**config.mk**
```make
export PLATFORM = sky130hd
export DESIGN_NAME = pn_ingress_arbiter
export DESIGN_NICKNAME = d
export VERILOG_FILES = /design/src/rtl/pn_pkg.sv /design/src/rtl/pn_spike_fifo.sv /design/src/rtl/pn_ingress_arbiter.sv
export SDC_FILE = /design/constraint.sdc
export NUM_CORES = 1
export LEC_CHECK = 0
export BUFFER_PORTS_ARGS = -buffer_cell sky130_fd_sc_hd__buf_2
export CAP_MARGIN = 25
export CORE_ASPECT_RATIO = 0.7
export CORE_MARGIN = 3
export CORE_UTILIZATION = 55
export DETAILED_ROUTE_END_ITERATION = 8
export HOLD_SLACK_MARGIN = 0.05
export PLACE_DENSITY = 0.8
export SLEW_MARGIN = 20
export SYNTH_ARGS = -nofsm -noshare
export SYNTH_HDL_FRONTEND = slang
export SYNTH_HIERARCHICAL = 1
export SYNTH_SLANG_ARGS = --single-unit
```
**constraint.sdc**
```tcl
create_clock -name clk -period 4.5 [get_ports clk]
set_clock_uncertainty 0.05 [all_clocks]
set_input_delay 0.225 -clock clk [delete_from_list [all_inputs] [get_ports clk]]
set_output_delay 0.225 -clock clk [all_outputs]
set_load 0.01 [all_outputs]
```
**src/rtl/pn_pkg.sv**
```systemverilog
// pn_pkg: shared PN address-field constants, grant encoding and command helpers
package pn_pkg;
  localparam int PARAM_BIT = 14;
  localparam logic [1:0] TGT_SYN = 2'b01;
  localparam logic [1:0] TGT_SOMA = 2'b10;
  localparam logic [1:0] TGT_STDP = 2'b11;
  localparam int SPK_W = 14;
  localparam int SPK_DEPTH = 8;
  localparam int STARVE_LIMIT = 4;
  typedef enum logic [1:0] {GNT_NONE, GNT_SWU, GNT_CFG, GNT_SPK} gnt_e;
  function automatic logic [15:0] swu_iaddr(input logic [6:0] a);
    return {1'b0, 1'b1, TGT_SYN, 5'b0, a};
  endfunction
endpackage

```
**src/rtl/pn_spike_fifo.sv**
```systemverilog
// pn_spike_fifo: spike event queue, no bypass, synchronous flush
// Ports: clk, rst (async active-low), push/din write, pop/dout read of the head,
//        flush empties the queue, count is current occupancy.
module pn_spike_fifo
  import pn_pkg::*;
#(
  parameter int W = SPK_W,
  parameter int D = SPK_DEPTH,
  localparam int AW = $clog2(D),
  localparam int CW = $clog2(D + 1)
) (
  input  logic          clk,
  input  logic          rst,
  input  logic          push,
  input  logic          pop,
  input  logic          flush,
  input  logic [W-1:0]  din,
  output logic [W-1:0]  dout,
  output logic [CW-1:0] count
);
  logic [W-1:0] mem [D];
  logic [AW-1:0] wr_ptr, rd_ptr;
  always_ff @(posedge clk)
    if (push) mem[wr_ptr] <= din;
  always_ff @(posedge clk or negedge rst)
    if (!rst) begin
      wr_ptr <= '0;
      rd_ptr <= '0;
      count <= '0;
    end else if (flush) begin
      wr_ptr <= '0;
      rd_ptr <= '0;
      count <= '0;
    end else begin
      wr_ptr <= wr_ptr + AW'(push);
      rd_ptr <= rd_ptr + AW'(pop);
      count <= count + CW'(push) - CW'(pop);
    end
  assign dout = mem[rd_ptr];
endmodule

```
**src/rtl/pn_ingress_arbiter.sv**
```systemverilog
// pn_ingress_arbiter: merges CFG writes, STDP updates and queued spikes into one PN command stream
// Ports: clk, rst (async active-low); cfg_* / swu_* / spk_* valid-ready sources;
//        spk_flush clears the spike queue; iADDR/W_DATA/SWU_EN/SWU_Addr/SWU_DATA +
//        cmd_valid form the registered command; spk_count occupancy; cfg_addr_err sticky.
module pn_ingress_arbiter
  import pn_pkg::*;
(
  input  logic        clk,
  input  logic        rst,
  input  logic        cfg_valid,
  output logic        cfg_ready,
  input  logic [15:0] cfg_addr,
  input  logic [31:0] cfg_data,
  input  logic        spk_valid,
  output logic        spk_ready,
  input  logic [13:0] spk_addr,
  input  logic        swu_valid,
  output logic        swu_ready,
  input  logic [6:0]  swu_addr,
  input  logic [7:0]  swu_data,
  input  logic        spk_flush,
  output logic [15:0] iADDR,
  output logic [31:0] W_DATA,
  output logic        SWU_EN,
  output logic [6:0]  SWU_Addr,
  output logic [7:0]  SWU_DATA,
  output logic        cmd_valid,
  output logic [3:0]  spk_count,
  output logic        cfg_addr_err
);
  logic [SPK_W-1:0] spk_head;
  logic [2:0] starve_cnt, starve_nxt;
  logic spk_elig, starve_hit, spk_push, spk_pop, cfg_ok;
  gnt_e gnt;
  logic cmd_valid_nxt, swu_en_nxt;
  logic [15:0] iaddr_nxt;
  logic [31:0] wdata_nxt;
  logic [6:0] swu_addr_nxt;
  logic [7:0] swu_data_nxt;
  pn_spike_fifo u_fifo (
    .clk(clk),
    .rst(rst),
    .push(spk_push),
    .pop(spk_pop),
    .flush(spk_flush),
    .din(spk_addr),
    .dout(spk_head),
    .count(spk_count)
  );
  assign spk_elig = (spk_count != 4'd0) && !spk_flush;
  assign starve_hit = spk_elig && (starve_cnt == 3'(STARVE_LIMIT));
  assign cfg_ok = cfg_addr[PARAM_BIT];
  // Starvation overrides the fixed SWU > CFG > SPIKE order; nothing is granted in reset.
  always_comb
    gnt = !rst ? GNT_NONE : starve_hit ? GNT_SPK : swu_valid ? GNT_SWU :
          cfg_valid ? GNT_CFG : spk_elig ? GNT_SPK : GNT_NONE;
  assign swu_ready = gnt == GNT_SWU;
  assign cfg_ready = gnt == GNT_CFG;
  // A flushing cycle refuses new spikes so an accepted spike is never silently lost.
  assign spk_ready = rst && (spk_count != 4'(SPK_DEPTH)) && !spk_flush;
  assign spk_push = spk_valid && spk_ready;
  assign spk_pop = gnt == GNT_SPK;
  always_comb begin
    cmd_valid_nxt = (gnt == GNT_SWU) || (gnt == GNT_SPK) || (gnt == GNT_CFG && cfg_ok);
    iaddr_nxt = gnt == GNT_SWU ? swu_iaddr(swu_addr) :
                (gnt == GNT_CFG && cfg_ok) ? cfg_addr :
                gnt == GNT_SPK ? {2'b00, spk_head} : 16'h0;
    wdata_nxt = (gnt == GNT_CFG && cfg_ok) ? cfg_data : 32'h0;
    swu_en_nxt = gnt == GNT_SWU;
    swu_addr_nxt = gnt == GNT_SWU ? swu_addr : 7'h0;
    swu_data_nxt = gnt == GNT_SWU ? swu_data : 8'h0;
    starve_nxt = (spk_flush || spk_count == 4'd0 || gnt == GNT_SPK) ? 3'd0 :
                 gnt != GNT_NONE ? starve_cnt + 3'd1 : starve_cnt;
  end
  always_ff @(posedge clk or negedge rst)
    if (!rst) begin
      cmd_valid <= 1'b0;
      iADDR <= '0;
      W_DATA <= '0;
      SWU_EN <= 1'b0;
      SWU_Addr <= '0;
      SWU_DATA <= '0;
      starve_cnt <= '0;
      cfg_addr_err <= 1'b0;
    end else begin
      cmd_valid <= cmd_valid_nxt;
      iADDR <= iaddr_nxt;
      W_DATA <= wdata_nxt;
      SWU_EN <= swu_en_nxt;
      SWU_Addr <= swu_addr_nxt;
      SWU_DATA <= swu_data_nxt;
      starve_cnt <= starve_nxt;
      cfg_addr_err <= cfg_addr_err || (gnt == GNT_CFG && !cfg_ok);
    end
endmodule

```
Word-level counts from Yosys, hierarchy flattened
Memories as Yosys holds them, arrays and structs flattened. Cells that the tools add are included.

Register bits: 79. RAM bits: 112. Output and inout port bits: 73. Memories kept: 1.

$add $sub $neg: 5. Equal/unequal tests: 5. Multiplexer cells: 18. Reduce and logical (&&, ||, !) cells: 18.

Memories: u_fifo.mem (words 8, width 14, read ports 1, clocked after memory_dff 0, wr ports 1, RTL line pn_spike_fifo.sv:21) `logic [W-1:0] mem [D];`.

Operators by type and width (count): $mux 16 (2); $mux 32 (1); $mux 14 (1); $mux 3 (4); $mux 2 (5); $mux 8 (1); $logic_and 1x1->1 (7); $mux 7 (1); $add 3x1->3 (2); $logic_or 1x1->1 (5); $add 4x1->4 (1); $eq 2x2->1 const B (2); $logic_not 4->1 (1); $mux 4 (1); $ne 4x4->1 const B (1); $reduce_bool 2->1 (2); $reduce_bool 4->1 (1); $sub 4x1->4 (1); $add 3x1->3 const B (1); $eq 3x3->1 const B (1); $eq 2x1->1 const B (1); $logic_not 1->1 (2); $mux 1 (2).

Logic depth before layout (Yosys ltp)
Gate-level depths: netlist (run 1).

Word-level depth: 11. Mapped depth: 11.

Modules after synthesis
Netlist (run 1), hierarchy kept.

Modules (own cells, without submodules): pn_spike_fifo (instances 1, cells an instance 218, area an instance 4864.7 um^2); pn_ingress_arbiter (instances 1, cells an instance 197, area an instance 2563.7 um^2).

Worst setup path before layout (run 1)
OpenSTA, ideal clock, no wires.

Path kind: reg-to-reg. Start point: reg u_fifo.count[1]. End point: mem u_fifo/mem[0][0] in the netlist's numbering (enable). Setup time: 0.403 ns. Data arrival time: 2.337 ns. Data required time: 4.047 ns. Slack: 1.710 ns. Cell stages (with the launch flop): 6. Buffers on the path: 0. Path through: dfrtp_1 nor3_1 a211oi_1 and2_1 nand2b_1 nor3_1.

Longest elaborated chain between the ends: 6.

RTL lines: from (decl) (RTL line pn_spike_fifo.sv:19) `output logic [CW-1:0] count`; from (signal assigned) (RTL line pn_spike_fifo.sv:37) `count <= count + CW'(push) - CW'(pop);`; $ne 4x4->1 (RTL line pn_ingress_arbiter.sv:60) `assign spk_ready = rst && (spk_count != 4'(SPK_DEPTH)) && !spk_flush;`; $logic_and 1x1->1 (2 in series) (RTL line pn_ingress_arbiter.sv:60); named net spk_ready (RTL line pn_ingress_arbiter.sv:15) `output logic spk_ready,`; $logic_and 1x1->1 (RTL line pn_ingress_arbiter.sv:61) `assign spk_push = spk_valid && spk_ready;`; named net spk_push (RTL line pn_ingress_arbiter.sv:33) `logic spk_elig, starve_hit, spk_push, spk_pop, cfg_ok;`; $mux 1 (RTL line pn_spike_fifo.sv:24) `if (push) mem[wr_ptr] <= din;`; $mux 1 (not written as such) (RTL line pn_spike_fifo.sv:24); to (decl) (RTL line pn_spike_fifo.sv:21).

The timed path passes the listed nets, and every way through them passes these cells.

Final worst setup path (run 1)
Start point: reg starve_cnt[0]. End point: reg u_fifo.count[1].

Longest elaborated chain between the ends: 7.

RTL lines: from (decl) (RTL line pn_ingress_arbiter.sv:32) `logic [2:0] starve_cnt, starve_nxt;`; from (signal assigned) (RTL line pn_ingress_arbiter.sv:92) `starve_cnt <= starve_nxt;`; $eq 3x3->1 (RTL line pn_ingress_arbiter.sv:51) `assign starve_hit = spk_elig && (starve_cnt == 3'(STARVE_LIMIT));`; $logic_and 1x1->1 (RTL line pn_ingress_arbiter.sv:51); $mux 2 (2 in series) (RTL line pn_ingress_arbiter.sv:55) `gnt = !rst ? GNT_NONE : starve_hit ? GNT_SPK : swu_valid ? GNT_SWU :`; $eq 2x2->1 (RTL line pn_ingress_arbiter.sv:62) `assign spk_pop = gnt == GNT_SPK;`; named net spk_pop (RTL line pn_ingress_arbiter.sv:33); $sub 4x1->4 (RTL line pn_spike_fifo.sv:37); $mux 4 (RTL line pn_spike_fifo.sv:30) `end else if (flush) begin`.

The timed path passes the listed nets, and every way through them passes these cells. A chain may end at the register's enable or synchronous reset.

==> impl_results.md, run 1 <==
- Residual DRC: 0
- Commonest non-fill, non-tap cell in the layout: buf_2
- FF-to-FF Start: starve_cnt[0]
- Total track usage: 0.2429
- Unrepaired setup endpoints after global routing: false
- FF+latch count, synth: 191
- CP required: ~4.8 ns
- Die ar.: about 15000 sq um
- Placed cells: about 740
- Nets: 752
- Clock insertion delay at the later pin of the skew report: around 0.42 ns
- Top-Level Pins: between 150 and 200
- Worst-path maximum fanout: 8
- Max_cap viols: 0
- Period utilization: 0.6756
- GP Congestion: just under 0.8
- Fin. Hold Viols: 0
- Largest area contributor in the netlist: edfxtp_1
- Area contributors post-synth: edfxtp_1 (45%), dfrtp_1 (27%), mux4_1 (8.8%), and3_1 (2.8%), mux2_2 (2.1%)
- Synth warnings: 6
- Hold worst-path end: u_fifo/mem[1][12]
- FMAX: roughly 330 MHz
- Worst Setup End Kind: flip-flop
- Post-synthesis average cell area: 17.90 sq um
- Initial antenna violation count: 2
- DRT iter0 DRCs: 324
- First-pass GRT wire length: ~27 mm
- Die Wd: roughly 140 microns
- Flop2flop setup slack: about 1.5 ns
- Sum of negative setup slack: 0 ns
- Chip height: around 100 microns
- Pwr Density: 384.9 nW/um^2
- Detailed Routing Iterations Pass 1: 5
- Routed wire per std cell: 21.26 microns
- Core area: around 13000 sq um
- Hold Path Origin: spk_addr[12]
- Outcome: completed
- Worst r2r dst: u_fifo/count[1]
- Min Tclk post-route: 3.040 ns
- Root Driver: clkbuf_16
- Final core occ: 0.7662
- Routed WL: 18.14 mm
- Mapped Area: 7428 sq um
- Antenna-violating nets left: 0
- Cell variety after synth: 39
- WS Path Type: reg -> reg
- Resize count post-CTS: 0
- Post-synth EDFFs: between 100 and 150
- Post-synth top area share: 0.4528
- HPWL after DPL: about 10 mm
- Commonest cells after routing, fill and taps aside: buf_2 (154), edfxtp_1 (112), dfrtp_1 (79), dlygate4sd3_1 (78), and3_1 (33)
- CTS tree: done
- Post-synth ARST share: 0.4136
- Clock sink total: about 190
- IO buf count: 155
- Worst-path clk slew: about 0.070 ns
- Pin count of the biggest net entering global routing: 85
- Vias in the first global route: slightly below 5k
- Placed Area: 8424 sq um
- Final setup violation count: 0
- Num CTS Buffers: 17
- Setup crit start kind: flip-flop
- Starting Density: 0.5801
- Critical Path AT: 3.29 ns
- Synthesized Nets: ~510
- Leakage Power: between 4 and 5 nW
- Post-route cell area: 9811 sq um
- Number of H-tree levels: 4
- Site Rows: 34
- Slew Limit Headroom: 0.4506
- Via/cell ratio: 5.519
- Hold path depth: 1
- Area Overhead vs Synth: 32.07%
- Seq/Total Area, Yosys: 0.7189
- Finished Layout Cells: 853
- Max Root-Sink Buffers: 2
- Post-CTS Setup Repair Bufs: 0
- Ratio of cells with drive above 1 in the final layout: 0.3323
- WHS: ~0.062 ns
- Synth Instances: just over 400
- GRT Residual Overflow: 0
- VDD IR max: around 250 uV
- Tightest Pin Transition: around 0.82 ns
- Vias: around 4.7k
- Top_reg_cell synth: edfxtp_1
- Slew Viols, Final: 0
- Worst R2R Path Depth: 10
- Min-delay worst type: in -> reg
## per-layer routing
metal | global-route usage | vias to the layer above | share of wire
met5 | 0 | - | 0
met4 | 0.1007 | 0 | 0.026
met3 | 0.05183 | 38 | 0.059
met2 | 0.4110 | 192 | 0.51
met1 | 0.3176 | 2396 | 0.40
li1 | - | 2082 | -
## where the power goes
group          switching (mW)  leakage, nW  internal [mW]
combinational           0.192         1.92          0.171
clock                   0.641        0.303          0.849
sequential             0.0270         2.08           1.90
## cell families after synthesis
logic type,synth area share
AOI/OAI and AO/OA,0.03874
xor gates and xnor gates,0.004716
adders and majority gates,0.01954
buffers and inverters,0.02072
DFF,0.7189
muxes,0.1187
and+or+nand+nor,0.07866
## cell usage after synthesis, types with 9 or more instances
cell,instances
a21oi_1,14
and2_1,17
and3_1,33
clkbuf_1,10
dfrtp_1,79
edfxtp_1,112
ha_1,10
inv_1,9
mux2_2,14
mux4_1,25
nand3_1,11
nor2_1,13
## through the flow
step	power, mW	worst slack (ns)
after floorplan	2.114	1.710
after global placement	2.230	1.740
after detailed placement	2.248	1.610
after CTS	3.771	1.587
after global routing	3.897	1.338
final	3.776	1.460
## worst max-delay path by stage
| stage | startpoint | endpoint | depth (start not counted) | slack, ns |
|---|---|---|---|---|
| floorplan | u_fifo/count[1] | u_fifo/mem[0][0] | 5 | 1.71 |
| global placement | starve_cnt[0] | u_fifo/count[1] | 10 | 1.74 |
| detailed placement | starve_cnt[0] | u_fifo/count[1] | 10 | 1.61 |
| CTS | starve_cnt[0] | u_fifo/count[1] | 10 | 1.59 |
| global route | rst | iADDR[4] | 9 | 1.34 |
| finish | starve_cnt[0] | u_fifo/count[1] | 10 | 1.46 |
## critical path, stage by stage (launching register included)
cell and delay, ns:
dfrtp_1 0.42, inv_1 0.08, ha_1 0.19, nand2_1 0.18, o21a_1 0.21, nor3_2 0.60, ha_1 0.35, inv_1 0.06
ha_1 0.19, fa_1 0.44, nor2b_1 0.15
## flip-flops by register name, indices dropped and copies added (netlist names)
signal,count
u_fifo/wr_ptr,3
u_fifo/rd_ptr,3
cfg_addr_err,1
iADDR,16
cmd_valid,1
SWU_Addr,7
SWU_DATA,8
SWU_EN,1
u_fifo/mem,112
W_DATA,32
u_fifo/count,4
starve_cnt,3
## cell type report
class	instances	area, sq um
Antenna cell	2	5.005
Clock buffer	23	534.3
Clock inverter	9	62.56
Fill cell	679	2994
Inverter	10	38.79
Multi-Input combinational cell	194	1952
Sequential cell	191	5340
Tap cell	180	225.2
Timing Repair Buffer	244	1653
## repair_timing
| action | 4_1_cts | 5_1_grt |
|---|---|---|
| hold endpoints to repair | 167 | 79 |
| endpoints found under the setup margin | 0 | 0 |
| hold buffers | 77 | 1 |
No activity file was read; power rests on OpenSTA's default activity.
==> run 2, diff against run 1 <==
--- a/config.mk
+++ b/config.mk
@@ -9,10 +9,10 @@
 export CAP_MARGIN = 25
 export CORE_ASPECT_RATIO = 0.7
 export CORE_MARGIN = 3
-export CORE_UTILIZATION = 55
+export CORE_UTILIZATION = 49
 export DETAILED_ROUTE_END_ITERATION = 8
 export HOLD_SLACK_MARGIN = 0.05
-export PLACE_DENSITY = 0.8
+export PLACE_DENSITY = 0.76
 export SLEW_MARGIN = 20
 export SYNTH_ARGS = -nofsm -noshare
 export SYNTH_HDL_FRONTEND = slang
==> constraint.sdc (replaced) <==
create_clock -name clk -period 2.7 [get_ports clk]
set_clock_uncertainty 0.05 [all_clocks]
set_input_delay 0.135 -clock clk [delete_from_list [all_inputs] [get_ports clk]]
set_output_delay 0.135 -clock clk [all_outputs]
set_load 0.01 [all_outputs]
==> impl_results.md, run 2 (synthesized netlist as in run 1, its figures left out) <==
- Outcome: complete, but fails checks (was completed)
- Failing checks: hold timing
- Commonest cells after routing, fill and taps aside: buf_2 (154), edfxtp_1 (112), dlygate4sd3_1 (81), dfrtp_1 (79), and3_1 (33) (was buf_2 (154), edfxtp_1 (112), dfrtp_1 (79), dlygate4sd3_1 (78), and3_1 (33))
- First-pass GRT wire length: 27.28 mm (was 27.21 mm)
- Number of H-tree levels: 4 (unchanged)
- Routed wire per std cell: 20.16 microns (was 21.26 microns)
- GRT Residual Overflow: 0 (unchanged)
- Period utilization: 0.9512 (was 0.6756)
- Critical Path AT: 2.88 ns (was 3.29 ns)
- Antenna-violating nets left: 0 (unchanged)
- Via/cell ratio: 5.266 (was 5.519)
- Starting Density: 0.5170 (was 0.5801)
- Critical-path top delay cell: a2111oi_4 (was nor3_2)
- Clock insertion delay at the later pin of the skew report: 0.42 ns (about the same)
- WHS: -0.1900 ns (was 0.06249 ns)
- Nets: 771 (was 752)
- Root Driver: clkbuf_16 (unchanged)
- Fin. Hold Viols: 79 (was 0)
- VDD IR max: 449.8 uV (was 249.9 uV)
- Num CTS Buffers: 17 (unchanged)
- WL met1: 7.247 mm (was 7.275 mm)
- Die Wd: 153.2 microns (was 144.9 microns)
- Min Tclk post-route: 2.568 ns (was 3.040 ns)
- Worst-path clk slew: 0.07 ns (about the same)
- Worst-path maximum fanout: 7 (was 8)
- GP Congestion: 0.7937 (was 0.7851)
- CTS Hold Bufs: 81 (was 77)
- Worst Setup End Kind: flip-flop (unchanged)
- Metal3 WL: 1.130 mm (was 1.072 mm)
- Pwr Density: 620.0 nW/um^2 (was 384.9 nW/um^2)
- Most flop-heavy register: u_fifo/mem (unchanged)
- Setup crit start kind: flip-flop (unchanged)
- Total track usage: 0.2160 (was 0.2429)
- CP max stage delay: 0.66 ns (was 0.60 ns)
- Metal2 WL: 9.079 mm (was 9.326 mm)
- Top Metal Used: met4 (unchanged)
- Residual DRC: 0 (unchanged)
- Unrepaired setup endpoints after global routing: false (unchanged)
- Initial antenna violation count: 1 (was 2)
- Vias: 4645 (was 4708)
- Tightest Pin Transition: 0.7551 ns (was 0.8241 ns)
- FMAX: 389.4 MHz (was 328.9 MHz)
- CP required: 3.01 ns (was 4.75 ns)
- Vias in the first global route: 4981 (was 4867)
- Chip height: 109.0 microns (was 103.2 microns)
- WS Path Type: reg -> reg (unchanged)
- CTS tree: done (unchanged)
- PnR worst setup slack: 0.1318 ns (was 1.460 ns)
- Final core occ: 0.6917 (was 0.7662)
- Site Rows: 36 (was 34)
- Ratio of cells with drive above 1 in the final layout: 0.3464 (was 0.3323)
- Routed WL: 17.78 mm (was 18.14 mm)
- Sum of negative setup slack: 0 ns (unchanged)
- Min-delay worst type: in -> async (was in -> reg)
- HPWL after DPL: 10.80 mm (was 10.42 mm)
- IO buf count: 155 (unchanged)
- Area Overhead vs Synth: 33.79% (was 32.07%)
- DRT iter0 DRCs: 404 (was 324)
- Largest registers: u_fifo/mem: 112 flops, W_DATA: 32 flops, iADDR: 16 flops (unchanged)
- Slew Limit Headroom: 0.4966 (was 0.4506)
- Detailed Routing Iterations Pass 1: 4 (was 5)
- Top-Level Pins: 156 (unchanged)
- Fillers: 913 (was 679)
- Clock sink total: 191 (unchanged)
- Die ar.: 16700 sq um (was 14960 sq um)
- Commonest non-fill, non-tap cell in the layout: buf_2 (unchanged)
- Worst slack at placement: -0.03238 ns (was 1.610 ns)
- Leakage Power: 4.382 nW (was 4.307 nW)
- Max reg flops: 112 (unchanged)
- Crit path cell chain: inv_1, ha_1, nand2_1, buf_4, a2111oi_4, a21oi_1, a2bb2oi_1, dlygate4sd3_1 (was inv_1, ha_1, nand2_1, o21a_1, nor3_2, ha_1, inv_1, ha_1, fa_1, nor2b_1)
- Max Root-Sink Buffers: 2 (unchanged)
- Slew Viols, Final: 0 (unchanged)
- Core area: 14370 sq um (was 12800 sq um)
- Final setup violation count: 0 (unchanged)
- Pin count of the biggest net entering global routing: 85 (unchanged)
- Max_cap viols: 0 (unchanged)
run 2: cell types whose count changed in the layout (fill, tap and decap cells not counted), moves of 2 or more:
cell / delta
dlygate4sd3_1: +3
clkbuf_16: -4
buf_4: +15
buf_12: +2
inv_6: +2
run 2: metal layers:
metal,GRT usage,vias to the layer above
li1,-,2125
met1,0.2863,2331
met2,0.3596,163
met3,0.05157,26
met4,0.07184,0
met5,0,-
run 2: through the flow:
stage | cells | cell area (sq um) | power (mW)
finish | 882 | 9938 | 6.161
global route | 881 | 9936 | 6.376
CTS | 879 | 9921 | 6.169
detailed placement | 766 | 8562 | 3.778
global placement | 766 | 8562 | 3.751
floorplan | 415 | 7438 | 3.523
run 2: final timing paths:
kind,start,end,slack [ns],depth (start not counted)
setup / recovery,starve_cnt[0],iADDR[1],0.13,8
hold / removal,rst,W_DATA[10],-0.19,2
setup reg to reg,starve_cnt[0],iADDR[1],0.13,8
hold reg to reg,cfg_addr_err,cfg_addr_err,0.42,1
max in group asynchronous,rst,SWU_Addr[3],2.27,2
min in group clk,swu_valid,cmd_valid,0.11,3
run 2: worst max-delay path, delay by kind of cell (launching register included):
family                   cells  cell delay, ns
flip-flops                   1            0.42
adder cells (fa/ha/maj)      1            0.16
AO/OA/AOI/OAI                3            0.97
buffers and inverters        3            0.81
AND/OR/NAND/NOR              1            0.10
run 2: layout make-up:
cell class / instances / area (sq um) / share of cell area
timing repair buffer: 263 / 1821 / 0.1832
antenna: 2 / 5.005 / 0.0005036
tap: 190 / 237.7 / 0.02392
sequential: 191 / 5340 / 0.5373
inverter: 10 / 40.04 / 0.004029
clock inverter: 14 / 102.6 / 0.01032
multi-input combinational: 194 / 1953 / 0.1965
clock buffer: 18 / 439.2 / 0.04419
run 2: power breakdown:
part | total (mW) | internal (mW) | switching (mW)
sequential | 3.20 | 3.16 | 0.0416
combinational | 0.627 | 0.313 | 0.315
clock | 2.33 | 1.22 | 1.11
run 2: what timing repair did:
action / CTS / global route
gates resized for setup: 1 / 2
endpoints found under the hold margin: 257 / 79
setup endpoints to repair: 2 / 3
pin swaps: 0 / 1
buffers inserted: 0 / 1
